### config.mk
export PLATFORM = sky130hd
export DESIGN_NAME = vga_timing_gen_flat
export DESIGN_NICKNAME = d
export VERILOG_FILES = /design/src/rtl/vga_timing_gen_pkg.sv /design/src/rtl/vga_timing_gen_if.sv /design/src/rtl/vga_timing_gen_delay_line.sv /design/src/rtl/vga_timing_gen.sv /design/src/flat_wrapper.sv
export SDC_FILE = /design/constraint.sdc
export NUM_CORES = 1
export LEC_CHECK = 0
export CAP_MARGIN = 20
export CORE_AREA = 2 2 50 52
export DETAILED_ROUTE_END_ITERATION = 12
export DIE_AREA = 0 0 52 54
export PLACE_DENSITY = 0.91
export SYNTH_ARGS = -nofsm -noshare
export SYNTH_HDL_FRONTEND = slang
export SYNTH_SLANG_ARGS = --single-unit
### constraint.sdc
create_clock -name clock_25 -period 4.8 [get_ports clock_25]
set_input_delay 0.96 -clock clock_25 [delete_from_list [all_inputs] [get_ports clock_25]]
set_output_delay 0.96 -clock clock_25 [all_outputs]
set_load 0.005 [all_outputs]
### src/rtl/vga_timing_gen_pkg.sv
// rtl/vga_timing_gen_pkg.sv - shared 640x480@60 timing constants and types
//
// Purpose : Default raster timing for the VGA path, the control-bit bundle
//           carried down the output delay line, and the sync-level helper.
// Ports   : none (package).

package vga_timing_gen_pkg;

  // Default 640x480@60 Hz timing, 25 MHz pixel clock.
  localparam int DEF_PIXEL_DISPLAY_BIT = 9;
  localparam int DEF_H_ACTIVE          = 640;
  localparam int DEF_H_FP              = 16;
  localparam int DEF_H_SYNC            = 96;
  localparam int DEF_H_BP              = 48;
  localparam int DEF_V_ACTIVE          = 480;
  localparam int DEF_V_FP              = 10;
  localparam int DEF_V_SYNC            = 2;
  localparam int DEF_V_BP              = 33;

  // Control bits that travel together so they stay aligned with the
  // registered pixel colour. Sync bits hold the final pin level.
  typedef struct packed {
    logic hsync;
    logic vsync;
    logic video_on;
  } vga_ctrl_t;

  // Pin level for a sync signal given whether the raw decode is active.
  function automatic logic sync_level(input logic active, input logic pol);
    return active ? pol : ~pol;
  endfunction

endpackage

### src/rtl/vga_timing_gen_if.sv
// rtl/vga_timing_gen_if.sv - raster coordinate / sync bundle
//
// Purpose : Groups the timing generator outputs for the pixel stages and DAC.
// Ports   : X, Y        pixel coordinates (CW bits)
//           hsync, vsync, video_on   delayed DAC controls
//           line_tick, frame_tick    undelayed update pulses
//           master = generator side, slave = consumers.

interface vga_timing_gen_if #(
  parameter int CW = 10
);

  logic [CW-1:0] X;
  logic [CW-1:0] Y;
  logic          hsync;
  logic          vsync;
  logic          video_on;
  logic          line_tick;
  logic          frame_tick;

  modport master (
    output X, Y, hsync, vsync, video_on, line_tick, frame_tick
  );

  modport slave (
    input X, Y, hsync, vsync, video_on, line_tick, frame_tick
  );

endinterface

### src/rtl/vga_timing_gen_delay_line.sv
// rtl/vga_timing_gen_delay_line.sv - parameterised reset-to-value shift register
//
// Purpose : Delays a WIDTH-bit word by DEPTH clock cycles; every stage is a
//           register, so dout never has a combinational path from din.
// Ports   : clk   rising-edge clock
//           rst   asynchronous active-high reset, stages load RESET_VAL
//           din   input word
//           dout  din delayed DEPTH cycles

module vga_timing_gen_delay_line #(
  parameter int               WIDTH     = 1,
  parameter int               DEPTH     = 1,
  parameter logic [WIDTH-1:0] RESET_VAL = '0
) (
  input  logic             clk,
  input  logic             rst,
  input  logic [WIDTH-1:0] din,
  output logic [WIDTH-1:0] dout
);

  logic [WIDTH-1:0] stage_q [DEPTH];

  always_ff @(posedge clk or posedge rst) begin
    if (rst) begin
      for (int i = 0; i < DEPTH; i++) begin
        stage_q[i] <= RESET_VAL;
      end
    end else begin
      stage_q[0] <= din;
      for (int i = 1; i < DEPTH; i++) begin
        stage_q[i] <= stage_q[i-1];
      end
    end
  end

  assign dout = stage_q[DEPTH-1];

endmodule

### src/rtl/vga_timing_gen.sv
// rtl/vga_timing_gen.sv - VGA raster counters, sync decode and tick generation
//
// Purpose : Counts X/Y over the full raster, decodes hsync/vsync/video_on and
//           delays them PIPE_DELAY cycles to line up with the registered pixel
//           colour. line_tick/frame_tick mark the last pixel of a line/frame
//           and are not delayed.
// Ports   : clock_25  pixel clock, rising edge
//           reset     asynchronous active-high reset
//           vga       master side of vga_timing_gen_if (X, Y, hsync, vsync,
//                     video_on, line_tick, frame_tick)

module vga_timing_gen
  import vga_timing_gen_pkg::*;
#(
  parameter int PIXEL_DISPLAY_BIT = DEF_PIXEL_DISPLAY_BIT,
  parameter int H_ACTIVE          = DEF_H_ACTIVE,
  parameter int H_FP              = DEF_H_FP,
  parameter int H_SYNC            = DEF_H_SYNC,
  parameter int H_BP              = DEF_H_BP,
  parameter int V_ACTIVE          = DEF_V_ACTIVE,
  parameter int V_FP              = DEF_V_FP,
  parameter int V_SYNC            = DEF_V_SYNC,
  parameter int V_BP              = DEF_V_BP,
  parameter bit SYNC_POL          = 1'b0,
  parameter int PIPE_DELAY        = 1
) (
  input  logic             clock_25,
  input  logic             reset,
  vga_timing_gen_if.master vga
);

  localparam int CW       = PIXEL_DISPLAY_BIT + 1;
  localparam int H_TOTAL  = H_ACTIVE + H_FP + H_SYNC + H_BP;
  localparam int V_TOTAL  = V_ACTIVE + V_FP + V_SYNC + V_BP;
  localparam int HS_START = H_ACTIVE + H_FP;
  localparam int HS_END   = HS_START + H_SYNC;
  localparam int VS_START = V_ACTIVE + V_FP;
  localparam int VS_END   = VS_START + V_SYNC;

  localparam logic [CW-1:0] H_LAST = CW'(H_TOTAL - 1);
  localparam logic [CW-1:0] V_LAST = CW'(V_TOTAL - 1);

  localparam vga_ctrl_t CTRL_IDLE = '{hsync: ~SYNC_POL, vsync: ~SYNC_POL, video_on: 1'b0};

  generate
    if (PIPE_DELAY < 1 || PIPE_DELAY > 4) begin : g_bad_pipe_delay
      $fatal(1, "vga_timing_gen: PIPE_DELAY must be in 1..4");
    end
  endgenerate

  logic [CW-1:0] x_q;
  logic [CW-1:0] y_q;
  logic          x_last;
  logic          y_last;

  assign x_last = (x_q == H_LAST);
  assign y_last = (y_q == V_LAST);

  // Raster counters: X every cycle, Y on X wrap, both wrap on the last pixel.
  always_ff @(posedge clock_25 or posedge reset) begin
    if (reset) begin
      x_q <= '0;
      y_q <= '0;
    end else if (x_last) begin
      x_q <= '0;
      y_q <= y_last ? '0 : y_q + 1'b1;
    end else begin
      x_q <= x_q + 1'b1;
    end
  end

  logic      hs_raw;
  logic      vs_raw;
  logic      von_raw;
  vga_ctrl_t ctrl_raw;
  vga_ctrl_t ctrl_dly;

  assign hs_raw  = (x_q >= CW'(HS_START)) && (x_q < CW'(HS_END));
  assign vs_raw  = (y_q >= CW'(VS_START)) && (y_q < CW'(VS_END));
  assign von_raw = (x_q < CW'(H_ACTIVE)) && (y_q < CW'(V_ACTIVE));

  // Polarity is applied before the delay line so the reset value of every
  // stage is already the inactive pin level.
  assign ctrl_raw = '{hsync:    sync_level(hs_raw, SYNC_POL),
                      vsync:    sync_level(vs_raw, SYNC_POL),
                      video_on: von_raw};

  vga_timing_gen_delay_line #(
    .WIDTH     ($bits(vga_ctrl_t)),
    .DEPTH     (PIPE_DELAY),
    .RESET_VAL (CTRL_IDLE)
  ) u_ctrl_dly (
    .clk  (clock_25),
    .rst  (reset),
    .din  (ctrl_raw),
    .dout (ctrl_dly)
  );

  assign vga.X          = x_q;
  assign vga.Y          = y_q;
  assign vga.hsync      = ctrl_dly.hsync;
  assign vga.vsync      = ctrl_dly.vsync;
  assign vga.video_on   = ctrl_dly.video_on;
  // Ticks decode straight from the counter registers so they coincide with
  // the X/Y value they mark.
  assign vga.line_tick  = x_last;
  assign vga.frame_tick = x_last && y_last;

endmodule

### src/flat_wrapper.sv
// flat-port wrapper written by rule: the top's interface ports become plain ports
module vga_timing_gen_flat import vga_timing_gen_pkg::*;
#(
  parameter int PIXEL_DISPLAY_BIT = DEF_PIXEL_DISPLAY_BIT,
  parameter int H_ACTIVE          = DEF_H_ACTIVE,
  parameter int H_FP              = DEF_H_FP,
  parameter int H_SYNC            = DEF_H_SYNC,
  parameter int H_BP              = DEF_H_BP,
  parameter int V_ACTIVE          = DEF_V_ACTIVE,
  parameter int V_FP              = DEF_V_FP,
  parameter int V_SYNC            = DEF_V_SYNC,
  parameter int V_BP              = DEF_V_BP,
  parameter bit SYNC_POL          = 1'b0,
  parameter int PIPE_DELAY        = 1
)
  (clock_25, reset, vga_X, vga_Y, vga_hsync, vga_vsync, vga_video_on, vga_line_tick, vga_frame_tick);
  vga_timing_gen_if #(.CW(10)) vga_i ();
  input  logic clock_25;
  input  logic reset;
  output wire logic [$bits(vga_i.X)-1:0] vga_X;
  output wire logic [$bits(vga_i.Y)-1:0] vga_Y;
  output wire logic [$bits(vga_i.hsync)-1:0] vga_hsync;
  output wire logic [$bits(vga_i.vsync)-1:0] vga_vsync;
  output wire logic [$bits(vga_i.video_on)-1:0] vga_video_on;
  output wire logic [$bits(vga_i.line_tick)-1:0] vga_line_tick;
  output wire logic [$bits(vga_i.frame_tick)-1:0] vga_frame_tick;
  assign vga_X = vga_i.X;
  assign vga_Y = vga_i.Y;
  assign vga_hsync = vga_i.hsync;
  assign vga_vsync = vga_i.vsync;
  assign vga_video_on = vga_i.video_on;
  assign vga_line_tick = vga_i.line_tick;
  assign vga_frame_tick = vga_i.frame_tick;
  vga_timing_gen #(.PIXEL_DISPLAY_BIT(PIXEL_DISPLAY_BIT), .H_ACTIVE(H_ACTIVE), .H_FP(H_FP), .H_SYNC(H_SYNC), .H_BP(H_BP), .V_ACTIVE(V_ACTIVE), .V_FP(V_FP), .V_SYNC(V_SYNC), .V_BP(V_BP), .SYNC_POL(SYNC_POL), .PIPE_DELAY(PIPE_DELAY)) u_core (.clock_25(clock_25), .reset(reset), .vga(vga_i));
endmodule
# Word level (Yosys, flattened, before mapping)
# Index checks and enable logic that the tools add are counted.
# totals
ff_bits,23
input_bits,2
out_inout_bits,25
word_cells,21
# op_classes
n_addsub,2
n_lt_le_gt_ge,6
eq_ne,2
muxes,4
reduce_logical,4
# op_table
op,n
adder 10 x 1 -> 10 bit (second input constant),2
equality test 10 bit (second input constant),2
less-than comparator 10 bit (second input constant),2
less-than comparator 10 x 9 -> 1 bit (second input constant),2
2-to-1 mux 10 bit,2
greater-or-equal comparator 10 bit (second input constant),1
greater-or-equal comparator 10 x 9 -> 1 bit (second input constant),1
logical AND 1 bit,4
2-to-1 mux 1 bit,2

# Logic depth before layout (Yosys ltp)
# Gate-level depths: netlist (run 1).
# logic_depth
word_depth,3
mapped_depth,7
mapped_depth_nobuf,6

# Hierarchy
# A second synthesis (run 1) with hierarchy kept.
# hier_totals
cells_unflattened,113
hier_area_um2,1179.9
# modules_own_cells
module,instances,cells_per_inst,area_per_inst_um2
vga_timing_gen,1,109,1098.6
vga_timing_gen_delay_line,1,4,81.3

# Worst setup path after synthesis (run 1)
# No wires, ideal clock.
# synth_timing
kind,flip-flop to output port
from,"reg u_core.x_q[0], in the netlist u_core.vga.X[0]"
to,out vga_frame_tick
t_arrival_ns,1.604
setup_slack_ns,2.236
stages_incl_launch_ff,6
n_path_buf,1
path_cell_list,dfrtp_1 ha_1 nand4_1 or3_1 clkbuf_2 nor2_1
# synth_between
elab_chain_cells,2
# synth_lines
item,line,rtl
"start, declared",vga_timing_gen.sv:51,logic [CW-1:0] x_q;
"start signal, assigned",vga_timing_gen.sv:68,x_q <= x_q + 1'b1;
equality test 10 bit,vga_timing_gen.sv:56,assign x_last = (x_q == H_LAST);
logical AND 1 bit,vga_timing_gen.sv:107,assign vga.frame_tick = x_last && y_last;
"end, declared",flat_wrapper.sv:26,output wire logic [$bits(vga_i.frame_tick)-1:0] vga_frame_tick;
# Every way passes these cells.

# Worst setup path in the final report (run 1)
# Same ends and word-level chain as after synthesis.

==> results of run 1 <==
-- cells in the final DEF, fill, tap and decap left out, types with 2 or more instances in the layout --
master	count
dfstp_2	2
nand3_1	13
dfrtp_1	21
ha_1	4
nor2_1	9
nand2_1	6
nor3_1	3
xnor2_1	6
o21ai_0	5
clkdlybuf4s50_1	26
o31ai_1	2
nand4_1	3
nor4_1	5
clkbuf_4	3
xor2_1	7
inv_1	6
and3_1	3
-- area by class of cell --
cell class	instances	area share, %
Sequential cell	23	40.42
Multi-Input combinational cell	78	35.08
Timing Repair Buffer	26	18.20
Tap cell	30	2.625
Clock buffer	4	1.837
Inverter	7	1.837
-- routing by layer --
| layer | vias up | global-route usage, % | wire (µm) |
|---|---|---|---|
| met3 | 8 | 2.500 | 56 |
| met5 | - | 0 | 0 |
| met4 | 0 | 7.895 | 37 |
| li1 | 444 | - | - |
| met2 | 26 | 30.80 | 1207 |
| met1 | 447 | 22.26 | 1004 |
-- power by group --
part / leakage, nW / internal [mW] / switching [mW] / total (mW)
combinational: 0.287 / 0.000749 / 0.00349 / 0.00424
sequential: 0.295 / 0.194 / 0 / 0.194
clock: 0.0150 / 0.0324 / 0.0556 / 0.0880
total: 0.596 / 0.227 / 0.0591 / 0.286
-- worst reg2reg max path: cells and delay by family (launching register included) --
kind / cells / cell delay (ns)
AO/OA/AOI/OAI: 1 / 0.16
flip-flops: 1 / 0.46
adder cells (fa/ha/maj): 1 / 0.27
AND/OR/NAND/NOR: 3 / 1.30
-- kinds of logic after synthesis --
group	after synthesis	synth area share [%]
AND/OR/NAND/NOR	51	24.89
buffers and inverters	8	2.814
XOR/XNOR	13	10.25
AO/OA/AOI/OAI	10	5.517
flip-flops	23	52.03
adder cells (fa/ha/maj)	4	4.505
-- metrics by stage --
| step | hold WS [ns] | cell area [µm²] | std cells | utilization [%] |
|---|---|---|---|---|
| final | 0.5285 | 1430 | 168 | 61.65 |
| after global routing | 0.5665 | 1430 | 168 | 61.65 |
| after CTS | 0.5335 | 1430 | 168 | 61.65 |
| after detailed placement | 0.5125 | 1404 | 164 | 60.52 |
| after global placement | 0.5050 | 1404 | 164 | 60.52 |
| after floorplan | 0.4970 | 1111 | 109 | - |
-- flip-flops by register name, indices dropped and copies added, names as in the netlist --
| register | flops |
|---|---|
| u_core.u_ctrl_dly.dout | 3 |
| u_core.vga.X | 10 |
| u_core.vga.Y | 10 |
-- worst max path at each step --
stage	start	end	slack (ns)	cells after the start
floorplan	u_core.vga.X[0]	vga_frame_tick	2.24	5
global placement	u_core.vga.X[0]	vga_frame_tick	1.65	5
detailed placement	u_core.vga.X[0]	vga_frame_tick	1.54	5
CTS	u_core.vga.X[0]	vga_frame_tick	1.17	5
global route	u_core.vga.X[0]	vga_frame_tick	1.00	5
finish	u_core.vga.X[0]	vga_frame_tick	1.18	5
==> impl_metrics.py, run 1 <==
metrics = {
    "status": {
        "status": "finished clean",
    },
    "min_path": {
        "min_path_cells": 1,
        "holdPathEnd": "u_core.vga.Y[7]",
        "min-delay-path-class": "register to register",
        "min_from": "u_core.vga.Y[7]",
    },
    "cells_and_area": {
        "nets": 145,
        "num_antenna_cells": 0,
        "syn2layout_area_growth_pct": 28.72,
        "seqCellArea_um2": 578.1,
        "multiInputGateArea_um2": 501.7,
        "nFillCells": 179,
        "drive_gt1_share_pct": 5.797,
    },
    "place": {
        "port_buffers": 26,
        "place_ws_ns": 1.537,
        "hpwl_um": 1729,
        "globalplace.congestion": 0.8635,
    },
    "route": {
        "avgViaCountPerCell": 5.506,
        "drc_errors": 0,
        "via_count": 925,
        "drt-initial-drc-count": 11,
        "wl_per_cell_um": 13.72,
        "drtAntennaViolNets": 0,
        "totalWireLength_um": 2305,
        "firstDrtPassIters": 4,
    },
    "power_and_ir_drop": {
        "vdd.ir_drop.worst_v": 0.0001550,
        "p_leak_nw": 0.5964,
        "powerDensity_mw_per_mm2": 200.0,
        "power_uw": 286.0,
    },
    "setup_path": {
        "cp_top_family": "simple AND/OR/NAND/NOR gates",
        "worstSetupStartpointType": "register",
        "reg2reg_slack_ns": 2.54,
        "required_ns": 3.84,
        "slowest_stage": "clkdlybuf4s50_1",
        "crit_fanout": 7,
        "critPathCaptureType": "output port",
        "critical_path_class": "register to output port",
        "r2r-end": "u_core.vga.Y[9]",
        "crit_chain": "ha_1, nand4_1, or3_1, nor2_1, clkdlybuf4s50_1",
        "r2r-start": "u_core.vga.X[0]",
        "path_buf_inv": 1,
        "max_stage_delay_ns": 0.56,
        "cp.arrival_ns": 2.66,
        "ff2ff_path_depth": 5,
    },
    "logic_synthesis": {
        "ys_types": 29,
        "synthesis.area_mm2": 0.001111,
        "synth_nets": 115,
        "syn_avg_cell_area_um2": 10.19,
        "synth_edf_count": 0,
        "ys.flop_type": "dfrtp_1",
        "synth_area_leaders": "dfrtp_1, nand3_1, xor2_1",
        "ys_warn_count": 0,
        "postSynth.asyncResetShare_pct": 100.0,
        "ys_ff_latch": 23,
        "yosysMostFrequentCell": "dfrtp_1",
        "synth_seq_area_share_pct": 52.03,
        "yosys.area.top_type": "dfrtp_1",
        "synth_commonest_cells": "dfrtp_1, nand3_1, nor2_1",
        "synth_top_area_share_pct": 47.30,
        "syn_inst": 109,
    },
    "timing": {
        "finalCritPeriodShare_pct": 75.45,
        "timing.setup.tns_ns": 0,
        "skew_ns": 0.0006690,
        "worst_pin_slew_ns": 0.8208,
        "period_needed_ns": 3.622,
        "rsz0062_at_grt": "false",
        "post-route-worst-setup-slack_ns": 1.178,
        "slew_headroom_pct": 45.22,
        "slew_viol_final": 0,
        "timing_hold_violations_final": 0,
        "max_freq_mhz": 276.1,
        "finalSetupViolCount": 0,
    },
    "global_route": {
        "grt_first_pass_wirelength_um": 3677,
        "antenna_found_initial": 0,
        "grt_pass1_vias": 815,
        "grt_max_degree": 24,
        "track_usage_pct": 17.84,
        "gr-total-overflow": 0,
    },
    "clock_network": {
        "ctsHoldBuffers": 0,
        "ctsResizeCount": 0,
        "htreeDepth": 1,
        "clkSinkCount": 23,
        "clock_latency_ns": 0.30,
        "post-cts-setup-buffers": 0,
        "cts_tree": "yes",
        "cts_buffers": 3,
        "cts_buffer_depth": 2,
        "cts_root_buf": "clkbuf_4",
        "clk_pin_slew_ns": 0.12,
    },
    "floorplanning": {
        "die_width_um": 52,
        "die_y_um": 54,
        "fp.coreArea_mm2": 0.002320,
        "std_cell_rows": 18,
        "die_area_mm2": 0.002808,
        "ioPinCount": 27,
        "start_util_pct": 47.90,
    },
    "run": {
        "cap_violations": 0,
    },
}
(Power assumes the default switching activity.)
==> run 2: changes to the inputs <==
CORE_AREA = 2 2 52 54   (was 2 2 50 52)
DIE_AREA = 0 0 54 56   (was 0 0 52 54)
PLACE_DENSITY = 0.85   (was 0.91)
clock period = 3.6 ns   (was 4.8 ns; I/O delays follow)
==> impl_metrics.py, run 2 (synthesized netlist as in run 1, its figures left out) <==
metrics = {
    "status": {
        "status": "finished clean",
    },
    "route": {
        "drt-initial-drc-count": 14,
        "drtAntennaViolNets": 0,
        "via_count": 907,
        "wl_per_cell_um": 13.93,
        "firstDrtPassIters": 4,
        "avgViaCountPerCell": 5.399,
        "drc_errors": 0,
        "totalWireLength_um": 2341,
    },
    "global_route": {
        "grt_first_pass_wirelength_um": 4091,
        "grt_pass1_vias": 939,
        "track_usage_pct": 18.72,
        "antenna_found_initial": 0,
        "gr-total-overflow": 0,
        "grt_max_degree": 24,
    },
    "clock_network": {
        "htreeDepth": 1,
        "clkSinkCount": 23,
        "cts_buffer_depth": 2,
        "clock_latency_ns": 0.33,
        "cts_tree": "yes",
        "cts_root_buf": "clkbuf_4",
        "ctsHoldBuffers": 0,
        "cts_buffers": 3,
        "ctsResizeCount": 0,
        "clk_pin_slew_ns": 0.12,
        "post-cts-setup-buffers": 0,
    },
    "floorplanning": {
        "std_cell_rows": 18,
        "fp.coreArea_mm2": 0.002432,
        "ioPinCount": 27,
        "die_area_mm2": 0.003024,
        "die_width_um": 54,
        "start_util_pct": 45.68,
        "die_y_um": 56,
    },
    "timing": {
        "skew_ns": 0.005557,
        "slew_viol_final": 0,
        "max_freq_mhz": 296.7,
        "rsz0062_at_grt": "false",
        "finalSetupViolCount": 0,
        "worst_pin_slew_ns": 0.8415,
        "period_needed_ns": 3.370,
        "timing.setup.tns_ns": 0,
        "slew_headroom_pct": 43.84,
        "finalCritPeriodShare_pct": 93.62,
        "timing_hold_violations_final": 0,
    },
    "setup_path": {
        "max_stage_delay_ns": 0.56,
        "crit_chain": "ha_1, nand4_1, or3_1, nor2_1, clkdlybuf4s50_1",
        "required_ns": 2.88,
        "crit_fanout": 7,
        "critPathCaptureType": "output port",
        "cp.arrival_ns": 2.65,
        "worstSetupStartpointType": "register",
        "critical_path_class": "register to output port",
        "ff2ff_path_depth": 5,
        "slowest_stage": "clkdlybuf4s50_1",
    },
    "cells_and_area": {
        "design_area_mm2": 0.001430,
        "final_cell_mix": "clkdlybuf4s50_1, dfrtp_1, nand3_1, nor2_1, xor2_1",
        "nFillCells": 216,
        "final_util_pct": 58.80,
        "syn2layout_area_growth_pct": 28.72,
        "nets": 145,
        "final_common_cell": "clkdlybuf4s50_1",
        "num_antenna_cells": 0,
        "drive_gt1_share_pct": 5.797,
    },
    "place": {
        "port_buffers": 26,
        "globalplace.congestion": 0.8725,
        "placed_cell_area_mm2": 0.001404,
        "hpwl_um": 1793,
    },
    "power_and_ir_drop": {
        "vdd.ir_drop.worst_v": 0.0001860,
        "powerDensity_mw_per_mm2": 271.2,
        "p_leak_nw": 0.5964,
    },
    "min_path": {
        "min_path_cells": 1,
        "min-delay-path-class": "register to register",
    },
    "run": {
        "cap_violations": 0,
    },
}
[run 2: cell counts in the layout (fill, tap and decap cells not counted)]
Identical to the previous run, type by type.
[run 2: layout make-up]
cell class                      count  area (µm²)  area share (%)
Sequential cell                    23       578.1           40.42
Multi-Input combinational cell     78       501.7           35.08
Timing Repair Buffer               26       260.3           18.20
Tap cell                           30       37.54           2.625
Clock buffer                        4       26.28           1.837
Inverter                            7       26.28           1.837
[run 2: per-layer routing]
layer / vias up / part of all wire [%] / global-route usage [%]
met5: - / 0 / 0
met4: 0 / 2.9 / 12.50
met3: 5 / 2.7 / 3.226
met2: 16 / 52 / 29.44
met1: 446 / 42 / 22.59
li1: 440 / - / -
[run 2: through the flow]
stage	setup slack (ns)	std cells	power [mW]	hold WS [ns]
detailed placement	0.5840	164	0.2696	0.5142
global route	0.03646	168	0.4021	0.5586
CTS	0.2040	168	0.3936	0.5355
global placement	0.7172	164	0.2692	0.5048
finish	0.2298	168	0.3878	0.5304
floorplan	1.276	109	0.2671	0.4970
[run 2: final timing paths]
check	startpoint	to	slack, ns
max in group asynchronous	reset	u_core.vga.X[4]	2.23
setup / recovery	u_core.vga.X[0]	vga_frame_tick	0.23
hold reg to reg	u_core.vga.Y[7]	u_core.vga.Y[7]	0.53
setup reg to reg	u_core.vga.X[0]	u_core.vga.Y[9]	1.41
hold / removal	u_core.vga.Y[7]	u_core.vga.Y[7]	0.53
min in group asynchronous	reset	u_core.u_ctrl_dly.dout[0]	0.85
[run 2: critical path, delay by kind of cell, from the launching register on]
kind / cells / cell delay [ns]
flip-flops: 1 / 0.45
AND/OR/NAND/NOR: 3 / 1.06
buffers and inverters: 1 / 0.56
adder cells (fa/ha/maj): 1 / 0.25
[run 2: report_power, final]
group	internal, mW	total (mW)	switching [mW]
clock network	0.0435	0.124	0.0801
logic	0.00101	0.00580	0.00480
registers	0.258	0.258	0
==> run 3: changes to the inputs <==
CORE_AREA = 2 2 40 69   (was 2 2 52 54)
CTS_CLUSTER_SIZE = 20   (was unset)
DIE_AREA = 0 0 42 71   (was 0 0 54 56)
PLACE_DENSITY = 0.86   (was 0.85)
TNS_END_PERCENT = 50   (was unset)
==> impl_metrics.py, run 3 (synthesized netlist as in run 1, its figures left out) <==
metrics = {
    "timing": {
        "finalSetupViolCount": 0,
        "slew_viol_final": 0,
        "skew_ns": 0.005139,
        "worst_pin_slew_ns": 0.8412,
        "timing.setup.tns_ns": 0,
        "period_needed_ns": 3.360,
        "slew_headroom_pct": 43.86,
        "rsz0062_at_grt": "false",
        "max_freq_mhz": 297.7,
        "timing_hold_violations_final": 0,
        "finalCritPeriodShare_pct": 93.32,
        "post-route-worst-setup-slack_ns": 0.2405,
    },
    "global_route": {
        "track_usage_pct": 17.38,
        "gr-total-overflow": 0,
        "grt_max_degree": 24,
        "grt_first_pass_wirelength_um": 4050,
        "grt_pass1_vias": 900,
        "antenna_found_initial": 0,
    },
    "cells_and_area": {
        "final_common_cell": "clkdlybuf4s50_1",
        "design_area_mm2": 0.001444,
        "syn2layout_area_growth_pct": 29.95,
        "num_antenna_cells": 0,
        "final_cell_mix": "clkdlybuf4s50_1, dfrtp_1, nand3_1, nor2_1, xor2_1",
        "nFillCells": 196,
        "final_cells": 164,
        "drive_gt1_share_pct": 5.797,
        "nets": 145,
    },
    "route": {
        "drc_errors": 0,
        "via_count": 947,
        "firstDrtPassIters": 5,
        "totalWireLength_um": 2472,
        "wl_per_cell_um": 15.07,
        "drt-initial-drc-count": 27,
        "drtAntennaViolNets": 0,
        "avgViaCountPerCell": 5.774,
    },
    "min_path": {
        "min_from": "u_core.vga.Y[7]",
        "holdPathEnd": "u_core.vga.Y[7]",
        "min_path_cells": 1,
        "min-delay-path-class": "register to register",
    },
    "clock_network": {
        "ctsHoldBuffers": 0,
        "cts_buffer_depth": 2,
        "cts_tree": "yes",
        "clkSinkCount": 23,
        "post-cts-setup-buffers": 0,
        "ctsResizeCount": 0,
        "cts_buffers": 3,
        "clock_latency_ns": 0.26,
        "cts_root_buf": "clkbuf_8",
        "htreeDepth": 1,
        "clk_pin_slew_ns": 0.08,
    },
    "setup_path": {
        "crit_start": "u_core.vga.X[0]",
        "worstSetupStartpointType": "register",
        "required_ns": 2.88,
        "crit_fanout": 7,
        "cp.arrival_ns": 2.64,
        "r2r-end": "u_core.vga.Y[9]",
        "r2r-start": "u_core.vga.X[0]",
        "critical_path_class": "register to output port",
        "critPathCaptureType": "output port",
        "ff2ff_path_depth": 5,
        "reg2reg_slack_ns": 1.38,
    },
    "floorplanning": {
        "die_width_um": 42,
        "fp.coreArea_mm2": 0.002432,
        "die_area_mm2": 0.002982,
        "std_cell_rows": 24,
        "ioPinCount": 27,
        "die_y_um": 71,
        "start_util_pct": 45.68,
    },
    "power_and_ir_drop": {
        "vdd.ir_drop.worst_v": 0.0002460,
        "p_leak_nw": 0.6042,
        "power_uw": 418.3,
        "powerDensity_mw_per_mm2": 289.7,
    },
    "run": {
        "cap_violations": 0,
    },
    "place": {
        "dp_cells": 160,
        "place_ws_ns": 0.5484,
        "globalplace.congestion": 0.9197,
        "placed_cell_area_mm2": 0.001399,
        "hpwl_um": 1884,
        "port_buffers": 26,
    },
    "status": {
        "status": "finished clean",
    },
}
==> run 3: metal layers <==
layer	GRT usage, %	up-vias	part of all wire (%)
li1	-	440	-
met3	0.7653	10	2.8
met1	18.41	457	36
met2	32.64	40	57
met4	10.39	0	3.8
met5	0	-	0
==> run 3: where the power goes <==
| group | internal (mW) | switching [mW] | leakage, nW | total [mW] |
|---|---|---|---|---|
| logic | 0.00100 | 0.00478 | 0.287 | 0.00578 |
| registers | 0.258 | 0 | 0.295 | 0.258 |
| clock network | 0.0787 | 0.0756 | 0.0228 | 0.154 |
| total | 0.338 | 0.0803 | 0.604 | 0.418 |
==> run 3: through the flow <==
| stage | utilization [%] | hold slack [ns] |
|---|---|---|
| finish | 59.36 | 0.5390 |
| global route | 59.36 | 0.5745 |
| CTS | 59.36 | 0.5415 |
| detailed placement | 57.51 | 0.5272 |
| global placement | 57.51 | 0.5068 |
| floorplan | - | 0.4970 |
==> run 3: worst max-delay path: stages (launching register included) <==
cell and delay (ns):
dfrtp_1 0.43, ha_1 0.25, nand4_1 0.24, or3_1 0.54, nor2_1 0.34, clkdlybuf4s50_1 0.57
==> run 3: layout make-up <==
| class | count | area, µm² | area share [%] |
|---|---|---|---|
| inverter | 7 | 26.28 | 1.820 |
| sequential | 23 | 578.1 | 40.03 |
| timing repair buffer | 26 | 260.3 | 18.02 |
| multi-input combinational | 78 | 501.7 | 34.75 |
| tap | 26 | 32.53 | 2.253 |
| clock buffer | 4 | 45.04 | 3.120 |
==> run 3: worst max-delay path by stage <==
| stage | endpoint | slack [ns] | cells past startpoint |
|---|---|---|---|
| 2_1_floorplan | vga_frame_tick | 1.28 | 5 |
| 4_1_cts | vga_frame_tick | 0.25 | 5 |
| 3_3_place_gp | vga_frame_tick | 0.67 | 5 |
| 5_1_grt | vga_frame_tick | 0.1 | 5 |
| 3_5_place_dp | vga_frame_tick | 0.55 | 5 |
| 6_report | vga_frame_tick | 0.24 | 5 |
